<file path="src/rtl/gpio_pkg.sv">
// Shared constants for the GPIO output block: register offsets (address[4:2]) and reset values.
package gpio_pkg;

  localparam logic [2:0] GPIO_OFS_OUT    = 3'd0;
  localparam logic [2:0] GPIO_OFS_MASK   = 3'd1;
  localparam logic [2:0] GPIO_OFS_PERIOD = 3'd2;
  localparam logic [2:0] GPIO_OFS_STATUS = 3'd3;
  localparam logic [2:0] GPIO_OFS_DUTY   = 3'd4;

  localparam logic [23:0] GPIO_PERIOD_RST = 24'd5000000;
  localparam logic [7:0]  GPIO_DUTY_RST   = 8'hFF;
  localparam int unsigned GPIO_NUM_LEDS   = 6;

endpackage

</file>
<file path="src/rtl/led_output_module_if.sv">
// GPIO bus carrying the CPU-side strobes, address and data for the LED output block.
interface led_output_module_if;
  logic        wen;
  logic        ren;
  logic [31:0] address;
  logic [31:0] data_in;
  logic [31:0] data_out;

  modport master (output wen, ren, address, data_in, input data_out);
  modport slave  (input wen, ren, address, data_in, output data_out);
endinterface

</file>
<file path="src/rtl/blink_prescaler.sv">
// Blink prescaler: counts clk cycles up to the programmed half-period and toggles the phase.
module blink_prescaler #(
    parameter int unsigned PERIOD_W = 24
) (
    input  logic                clk,
    input  logic                rst,
    input  logic [PERIOD_W-1:0] period,
    input  logic                period_wr,
    output logic                phase
);

    logic [PERIOD_W-1:0] cnt_q, cnt_d;
    logic                phase_q, phase_d;

    always_comb begin
        cnt_d   = cnt_q + PERIOD_W'(1);
        phase_d = phase_q;
        if (period_wr) begin
            // A new period restarts the count but keeps the current phase.
            cnt_d = '0;
        end else if (period == '0) begin
            cnt_d   = '0;
            phase_d = 1'b0;
        end else if (cnt_q == period - PERIOD_W'(1)) begin
            cnt_d   = '0;
            phase_d = ~phase_q;
        end
    end

    always_ff @(posedge clk) begin
        if (rst) begin
            cnt_q   <= '0;
            phase_q <= 1'b0;
        end else begin
            cnt_q   <= cnt_d;
            phase_q <= phase_d;
        end
    end

    assign phase = phase_q;

endmodule

</file>
<file path="src/rtl/led_output_module.sv">
// Memory-mapped LED output block with per-LED blink mask and programmable blink period.
// Optional global brightness PWM (DUTY register) is built when LED_PWM_EN is defined.
module led_output_module
    import gpio_pkg::*;
#(
    parameter int unsigned         NUM_LEDS   = GPIO_NUM_LEDS,
    parameter int unsigned         PERIOD_W   = 24,
    parameter logic [PERIOD_W-1:0] PERIOD_RST = GPIO_PERIOD_RST
) (
    input  logic                clk,
    input  logic                rst,
    led_output_module_if.slave  bus,
    output logic [NUM_LEDS-1:0] leds
);

    logic [2:0]          ofs;
    logic [NUM_LEDS-1:0] out_q, mask_q, leds_q;
    logic [PERIOD_W-1:0] period_q;
    logic [31:0]         rdata, data_out_q;
    logic                wr_out, wr_mask, wr_period;
    logic                phase, pwm_on;
    logic                unused_bits;

    assign ofs         = bus.address[4:2];
    assign unused_bits = ^{bus.address[31:5], bus.address[1:0], bus.data_in};

    assign wr_out    = bus.wen && (ofs == GPIO_OFS_OUT);
    assign wr_mask   = bus.wen && (ofs == GPIO_OFS_MASK);
    assign wr_period = bus.wen && (ofs == GPIO_OFS_PERIOD);

    always_ff @(posedge clk) begin
        if (rst) begin
            out_q    <= '0;
            mask_q   <= '0;
            period_q <= PERIOD_RST;
        end else begin
            if (wr_out)    out_q    <= bus.data_in[NUM_LEDS-1:0];
            if (wr_mask)   mask_q   <= bus.data_in[NUM_LEDS-1:0];
            if (wr_period) period_q <= bus.data_in[PERIOD_W-1:0];
        end
    end

    blink_prescaler #(
        .PERIOD_W (PERIOD_W)
    ) u_prescaler (
        .clk       (clk),
        .rst       (rst),
        .period    (period_q),
        .period_wr (wr_period),
        .phase     (phase)
    );

`ifdef LED_PWM_EN
    logic [7:0] duty_q, pwm_cnt_q;

    always_ff @(posedge clk) begin
        if (rst) begin
            duty_q    <= GPIO_DUTY_RST;
            pwm_cnt_q <= '0;
        end else begin
            pwm_cnt_q <= pwm_cnt_q + 8'd1;
            if (bus.wen && (ofs == GPIO_OFS_DUTY)) duty_q <= bus.data_in[7:0];
        end
    end

    // Full-scale duty must never blank, even on the one cycle where pwm_cnt == 8'hFF.
    assign pwm_on = (duty_q == 8'hFF) | (pwm_cnt_q < duty_q);
`else
    assign pwm_on = 1'b1;
`endif

    // Reads sample the registers before any same-cycle write lands.
    always_comb begin
        rdata = '0;
        case (ofs)
            GPIO_OFS_OUT:    rdata[NUM_LEDS-1:0] = out_q;
            GPIO_OFS_MASK:   rdata[NUM_LEDS-1:0] = mask_q;
            GPIO_OFS_PERIOD: rdata[PERIOD_W-1:0] = period_q;
            GPIO_OFS_STATUS: rdata[0]            = phase;
`ifdef LED_PWM_EN
            GPIO_OFS_DUTY:   rdata[7:0]          = duty_q;
`endif
            default:         rdata               = '0;
        endcase
    end

    always_ff @(posedge clk) begin
        if (rst) begin
            data_out_q <= '0;
            leds_q     <= '0;
        end else begin
            if (bus.ren) data_out_q <= rdata;
            leds_q <= out_q & ~(mask_q & {NUM_LEDS{phase}}) & {NUM_LEDS{pwm_on}};
        end
    end

    assign bus.data_out = data_out_q;
    assign leds         = leds_q;

endmodule

</file>
<file path="src/flat_wrapper.sv">
// flat-port wrapper written by rule: the top's interface ports become plain ports
module led_output_module_flat import gpio_pkg::*;
#(
    parameter int unsigned         NUM_LEDS   = GPIO_NUM_LEDS,
    parameter int unsigned         PERIOD_W   = 24,
    parameter logic [PERIOD_W-1:0] PERIOD_RST = GPIO_PERIOD_RST
)
  (clk, rst, leds, bus_wen, bus_ren, bus_address, bus_data_in, bus_data_out);
  led_output_module_if bus_i ();
  input  logic clk;
  input  logic rst;
  output logic [NUM_LEDS-1:0] leds;
  input wire logic [$bits(bus_i.wen)-1:0] bus_wen;
  input wire logic [$bits(bus_i.ren)-1:0] bus_ren;
  input wire logic [$bits(bus_i.address)-1:0] bus_address;
  input wire logic [$bits(bus_i.data_in)-1:0] bus_data_in;
  output wire logic [$bits(bus_i.data_out)-1:0] bus_data_out;
  assign bus_i.wen = bus_wen;
  assign bus_i.ren = bus_ren;
  assign bus_i.address = bus_address;
  assign bus_i.data_in = bus_data_in;
  assign bus_data_out = bus_i.data_out;
  led_output_module #(.NUM_LEDS(NUM_LEDS), .PERIOD_W(PERIOD_W), .PERIOD_RST(PERIOD_RST)) u_core (.clk(clk), .rst(rst), .bus(bus_i), .leds(leds));
endmodule
</file>
<file path="config.mk">
export PLATFORM = sky130hd
export DESIGN_NAME = led_output_module_flat
export DESIGN_NICKNAME = d
export VERILOG_FILES = /design/src/rtl/gpio_pkg.sv /design/src/rtl/led_output_module_if.sv /design/src/rtl/blink_prescaler.sv /design/src/rtl/led_output_module.sv /design/src/flat_wrapper.sv
export SDC_FILE = /design/constraint.sdc
export NUM_CORES = 1
export LEC_CHECK = 0
export BUFFER_PORTS_ARGS = -buffer_cell sky130_fd_sc_hd__buf_2
export CORE_MARGIN = 2
export CORE_UTILIZATION = 44
export CTS_BUF_LIST = sky130_fd_sc_hd__clkbuf_4
export CTS_CLUSTER_SIZE = 14
export DETAILED_ROUTE_END_ITERATION = 10
export PLACE_DENSITY = 0.72
export SYNTH_ARGS = -nofsm -noshare
export SYNTH_HDL_FRONTEND = slang
export SYNTH_SLANG_ARGS = --single-unit
</file>
<file path="constraint.sdc">
create_clock -name clk -period 3.78 [get_ports clk]
set_input_delay 0.378 -clock clk [delete_from_list [all_inputs] [get_ports clk]]
set_output_delay 0.378 -clock clk [all_outputs]
set_load 0.01 [all_outputs]
</file>
== Word level (Yosys, flattened, before mapping) ==
Cells that the tools add are included.

* Add/sub/neg operators: 2
* Eq/ne operators: 4
* Muxes and demuxes: 5
* Bitwise logic cells: 5
* Reduce and logical (&&, ||, !) cells: 8

{| class="wikitable"
|+ Operator list
! operator !! number
|-
| adder 24 x 1 -> 24 bit (second input constant) || 1
|-
| equality test 24 bit || 1
|-
| zero test 24 bit || 1
|-
| subtractor 24 x 1 -> 24 bit (second input constant) || 1
|-
| two-way mux 18 bit || 1
|-
| case mux 5 bit (3 select lines) || 1
|-
| bitwise AND 6 bit || 2
|-
| equality test 3 x 2 -> 1 bit (second input constant) || 2
|-
| inverter 6 bit || 1
|-
| case mux 1 bit (4 select lines) || 1
|-
| OR reduction 4 bit || 1
|-
| equality test 3 x 1 -> 1 bit (second input constant) || 1
|-
| logical AND 1 bit || 3
|-
| zero test 3 bit || 1
|-
| two-way mux 1 bit || 2
|-
| inverter 1 bit || 2
|-
| AND reduction 2 bit || 1
|-
| nonzero test 2 bit || 1
|}

* Register bits: 91
* Output and inout bits: 38
* Logic and storage cells: 31

== Depth between registers and ports, before layout ==
* Depth in word-level cells: 4
* Depth in mapped cells: 12

== Hierarchy ==
From an unflattened synthesis, not the netlist that was laid out.

* Cell total of the unflattened synthesis: 538
* Area, all modules: 4733.3 sq um

{| class="wikitable"
|+ By module, submodules not included
! module !! instances !! cells each !! area each (sq um) !! seq. area each (sq um)
|-
| led_output_module || 1 || 266 || 2526.2 || 1321.3
|-
| blink_prescaler || 1 || 272 || 2207.1 || 500.5
|}

== Worst setup path after synthesis ==
Ideal clock, no wire load.

* Path kind: register -> register
* Start point: register u_core.period_q[8]
* End point: register u_core.u_prescaler.cnt_q[20]
* Setup time: 0.064 ns
* Arrival time: 2.720 ns
* Data required time: 3.716 ns
* Slack: 0.997 ns
* Stages on the path, launching flop included: 11
* Path buffers: 2
* Clock period less this slack: 2.783 ns
* Cells stage by stage: dfxtp_1 -> buf_6 -> or4_4 -> or4_4 -> o41a_1 -> a211oi_1 -> a211oi_1 -> o2111ai_2 -> nand3_2 -> buf_6 -> nor2_1

* Word-level cells in the longest chain between the ends: 3
* Elaborated cells on any way between the ends: 4
* Those cells by class: add/sub (1); eq/ne (1); reduce/logical (2)

{| class="wikitable"
|+ Ends and longest elaborated chain
! what !! line !! RTL
|-
| from (decl) || led_output_module.sv:18 || <nowiki>logic [PERIOD_W-1:0] period_q;</nowiki>
|-
| from (signal assigned) || led_output_module.sv:39 || <nowiki>if (wr_period) period_q <= bus.data_in[PERIOD_W-1:0];</nowiki>
|-
| subtractor 24 x 1 -> 24 bit || blink_prescaler.sv:24 || <nowiki>end else if (cnt_q == period - PERIOD_W'(1)) begin</nowiki>
|-
| equality test 24 bit || blink_prescaler.sv:24 ||
|-
| OR reduction 4 bit (no source line) (*) || - ||
|-
| to (signal assigned) || blink_prescaler.sv:35 || <nowiki>cnt_q <= cnt_d;</nowiki>
|-
| to (decl) || blink_prescaler.sv:12 || <nowiki>logic [PERIOD_W-1:0] cnt_q, cnt_d;</nowiki>
|}

Mark *: on every way between the ends. The rest lies on a longest branch, timed or not.
A chain may end at the register's enable or synchronous reset.

== Worst setup path after layout ==
* Start point: register u_core.period_q[8]
* End point: register u_core.u_prescaler.cnt_q[9]

Same word-level chain as after synthesis.

==> tab_implementation.tex <==
\begin{tabular}{lr}
\hline
Metric & Value \\
\hline
\multicolumn{2}{l}{\textbf{Synth}} \\
Count of warnings emitted by yosys & 0 \\
Avg Synthesized Cell Area & 8.228 µm² \\
Instance count of the mapped netlist & 550 \\
Yosys top cell by area & dfxtp\_1 \\
Distinct cells, synth & 57 \\
Flip-flop and latch count after synthesis & 91 \\
Count of flip-flops with a built-in enable after synthesis & 0 \\
Fraction of the yosys area taken by sequential cells & 40.25\% \\
Async S/R FF share, synth & 0\% \\
Most instantiated library cell after synthesis & dfxtp\_1 \\
Area contributors post-synth & dfxtp\_1, nor2\_1, xnor2\_1 \\
Post-synthesis instance area & 0.004526 mm² \\
Cell types with the highest counts after synthesis & dfxtp\_1, nor2\_1, nand2\_1 \\
Most instantiated flip-flop cell in the synthesis netlist & dfxtp\_1 \\
Share of the synthesized area in the top cell type & 40.25\% \\
\multicolumn{2}{l}{\textbf{Global route}} \\
Number of global-route vias before repair & 3,580 \\
Maximum number of pins on one net before global-route repair & 68 \\
First-pass GRT wire length & 17,380 µm \\
Total routing resource utilization after global routing & 19.23\% \\
Residual overflow from global routing & 0 \\
Initial antenna violation count & 0 \\
\multicolumn{2}{l}{\textbf{Worst setup path}} \\
Kind of start point of the critical path & flip-flop \\
Setup CP Type & reg -> reg \\
Max FO, Critical Path & 24 \\
Data arrival, critical path & 3.67 ns \\
Setup crit end kind & flip-flop \\
Crit path required time & 4.15 ns \\
\multicolumn{2}{l}{\textbf{Pwr}} \\
Internal power of the cells & 0.001173 W \\
Max IR drop VDD & 0.1960 mV \\
Net switching fraction of the power & 28.45\% \\
Sw Pwr & 0.0004664 W \\
Relative contribution of sequential cells to total power & 60.8\% \\
Total power density per cell area & 331.1 mW/mm² \\
Portion of total power attributed to the clock network & 31.4\% \\
Total power consumption of the routed design & 0.001639 W \\
Standby leakage power & 1.877 nW \\
Combinational share of power & 7.8\% \\
\multicolumn{2}{l}{\textbf{Timing}} \\
Number of slew-limit violations in the final report & 0 \\
Number of hold violations in the final report & 0 \\
Total Neg Setup Slack & 0 ns \\
Highest clock rate & 303.1 MHz \\
Rel. slew slack & 14.53\% \\
Tcrit/Tclk final & 87.29\% \\
Shortest period the worst path allows & 3.299 ns \\
Unrepaired setup endpoints after global routing & no \\
Setup clock skew after layout & 0.02203 ns \\
Transition time at the pin with the least slew margin & 1.277 ns \\
Setup violators final & 0 \\
\multicolumn{2}{l}{\textbf{Die}} \\
Initial core utilization & 44.64\% \\
Row Count & 37 \\
Vertical die dimension & 105.4 µm \\
Std-Cell Core Area & 0.01014 mm² \\
X dimension of the die & 105.4 µm \\
I/O pins & 106 \\
Floorplan die area & 0.01111 mm² \\
\multicolumn{2}{l}{\textbf{Finish}} \\
Layout cells sized above 1 & 14.84\% \\
Number of nets in the layout & 659 \\
Layout-stage area growth over the synthesis result & 9.372\% \\
Post-layout instance count excluding filler cells & 729 \\
Layout fillers & 974 \\
Antenna diodes & 0 \\
\multicolumn{2}{l}{\textbf{Route}} \\
Initial DRT Pass Iterations & 4 \\
Via-to-Cell Ratio & 5.228 \\
DR WL/cell & 14.30 µm \\
Routed vias & 3,811 \\
Count of routing violations after the opening detailed-route iteration & 401 \\
Post-detailed-route DRC marker count & 0 \\
Final WL & 10,430 µm \\
Final antenna-violating net count & 0 \\
\multicolumn{2}{l}{\textbf{Run status}} \\
Run status & complete, no violations \\
\multicolumn{2}{l}{\textbf{Hold path}} \\
Type of the worst min-delay path & in -> reg \\
\multicolumn{2}{l}{\textbf{Place}} \\
DP Cell Count & 713 \\
Number of input and output port buffers inserted & 60 \\
Post-DP HPWL & 7501 µm \\
Final weighted congestion in routability-driven placement & 0.8726 \\
\multicolumn{2}{l}{\textbf{Clock network}} \\
TritonCTS Buffers & 9 \\
Clock latency of the later-clocked register in the worst-skew pair & 0.46 ns \\
CTS H-tree depth & 3 \\
Number of buffers inserted for hold repair after clock tree synthesis & 0 \\
CTS clk-pin slew, worst paths & 0.16 ns \\
CTS tree & yes \\
Quantity of gates resized following cts & 0 \\
Count of clock tree sinks & 91 \\
Clock buffer depth & 2 \\
Cell at the root of the clock tree & clkbuf\_4 \\
Number of post-CTS setup repair buffers & 0 \\
\multicolumn{2}{l}{\textbf{Job}} \\
Number of max-cap violations & 0 \\
\hline
\end{tabular}
[stage by stage]
step           area (µm²)  utilization [%]  setup slack, ns  hold slack [ns]
3_5_place_dp         4822            47.56           0.5336           0.4458
5_1_grt              4950            48.82           0.2401           0.1185
2_1_floorplan        4552                -           0.9965           0.4192
6_report             4950            48.82           0.4805           0.1220
3_3_place_gp         4822            47.56           0.6195           0.4384
4_1_cts              4950            48.82           0.4844           0.1111
[sequential cells by signal, indices dropped and copies added, names as in the netlist]
register                  flops
u_core.u_prescaler.cnt_q     24
u_core.period_q              24
u_core.mask_q                 6
u_core.out_q                  6
u_core.leds                   6
u_core.u_prescaler.phase      1
u_core.bus.data_out          24
[cells in the final DEF, fill, tap and decap left out, drive strengths merged, types with 3 or more instances in the layout]
| master | count |
|---|---|
| nor2b | 29 |
| nand3 | 18 |
| and4 | 4 |
| ha | 3 |
| nor4 | 11 |
| and3 | 8 |
| conb | 8 |
| clkbuf | 9 |
| xnor2 | 30 |
| and2 | 3 |
| nand2b | 6 |
| xor2 | 19 |
| dfxtp | 91 |
| mux2i | 18 |
| nor3 | 9 |
| nor2 | 77 |
| buf | 62 |
| clkinv | 3 |
| nand3b | 10 |
| a31oi | 3 |
| inv | 18 |
| a211oi | 9 |
| nand2 | 57 |
| o21ai | 9 |
| or4 | 3 |
| a21oi | 43 |
[final timing paths]
kind,slack [ns],cells past startpoint,endpoint,start
setup reg to reg,0.48,8,u_core.u_prescaler.cnt_q[9]$_SDFF_PP0_,u_core.period_q[8]$_SDFFE_PP1P_
setup / recovery,0.48,8,u_core.u_prescaler.cnt_q[9]$_SDFF_PP0_,u_core.period_q[8]$_SDFFE_PP1P_
hold / removal,0.12,3,u_core.period_q[18]$_SDFFE_PP1P_,bus_data_in[18]
hold reg to reg,0.47,2,u_core.leds[4]$_SDFF_PP0_,u_core.out_q[4]$_SDFFE_PP0P_
[worst max-delay path: stages, from the launching register on]
cell and delay [ns]:
dfxtp_1 0.47, or4_4 0.60, or4_4 0.46, o41a_1 0.42, a211oi_1 0.22, a211oi_1 0.10, o2111ai_2 0.26, nand3_2 0.43
nor2_1 0.24
[kinds of logic after synthesis]
logic type / Yosys count / synth area share [%]
buffers and inverters: 57 / 5.999
AOI/OAI and AO/OA: 83 / 11.45
and+or+nand+nor: 247 / 27.43
other: 1 / 0.08286
xor gates and xnor gates: 49 / 9.483
muxes: 19 / 4.479
adders and majority gates: 3 / 0.8295
DFF: 91 / 40.25
[power by group through the flow]
stage               Combinational (W)  Clock, W  Sequential [W]
global placement             0.000124         0         0.00102
floorplan                    0.000101         0         0.00101
detailed placement           0.000128         0         0.00102
global route                 0.000142  0.000558         0.00100
finish                       0.000128  0.000514        0.000997
CTS                          0.000129  0.000521        0.000996
[layer usage]
layer	share of wire (%)	GRT usage, %	routed length [µm]
met5	0	0	0
met4	1.7	7.143	174
met3	4.1	2.474	430
met2	46	31.06	4762
met1	49	26.24	5060
[final cells by class]
cell class,count,area (µm²),share of cell area [%]
inverter,15,56.30,1.138
sequential,91,1822,36.80
multi-input combinational,409,2459,49.67
clock inverter,7,60.06,1.213
tap,136,170.2,3.438
clock buffer,9,67.56,1.365
timing repair buffer,62,315.3,6.370
Note: power is estimated with default switching activity, not from simulation.
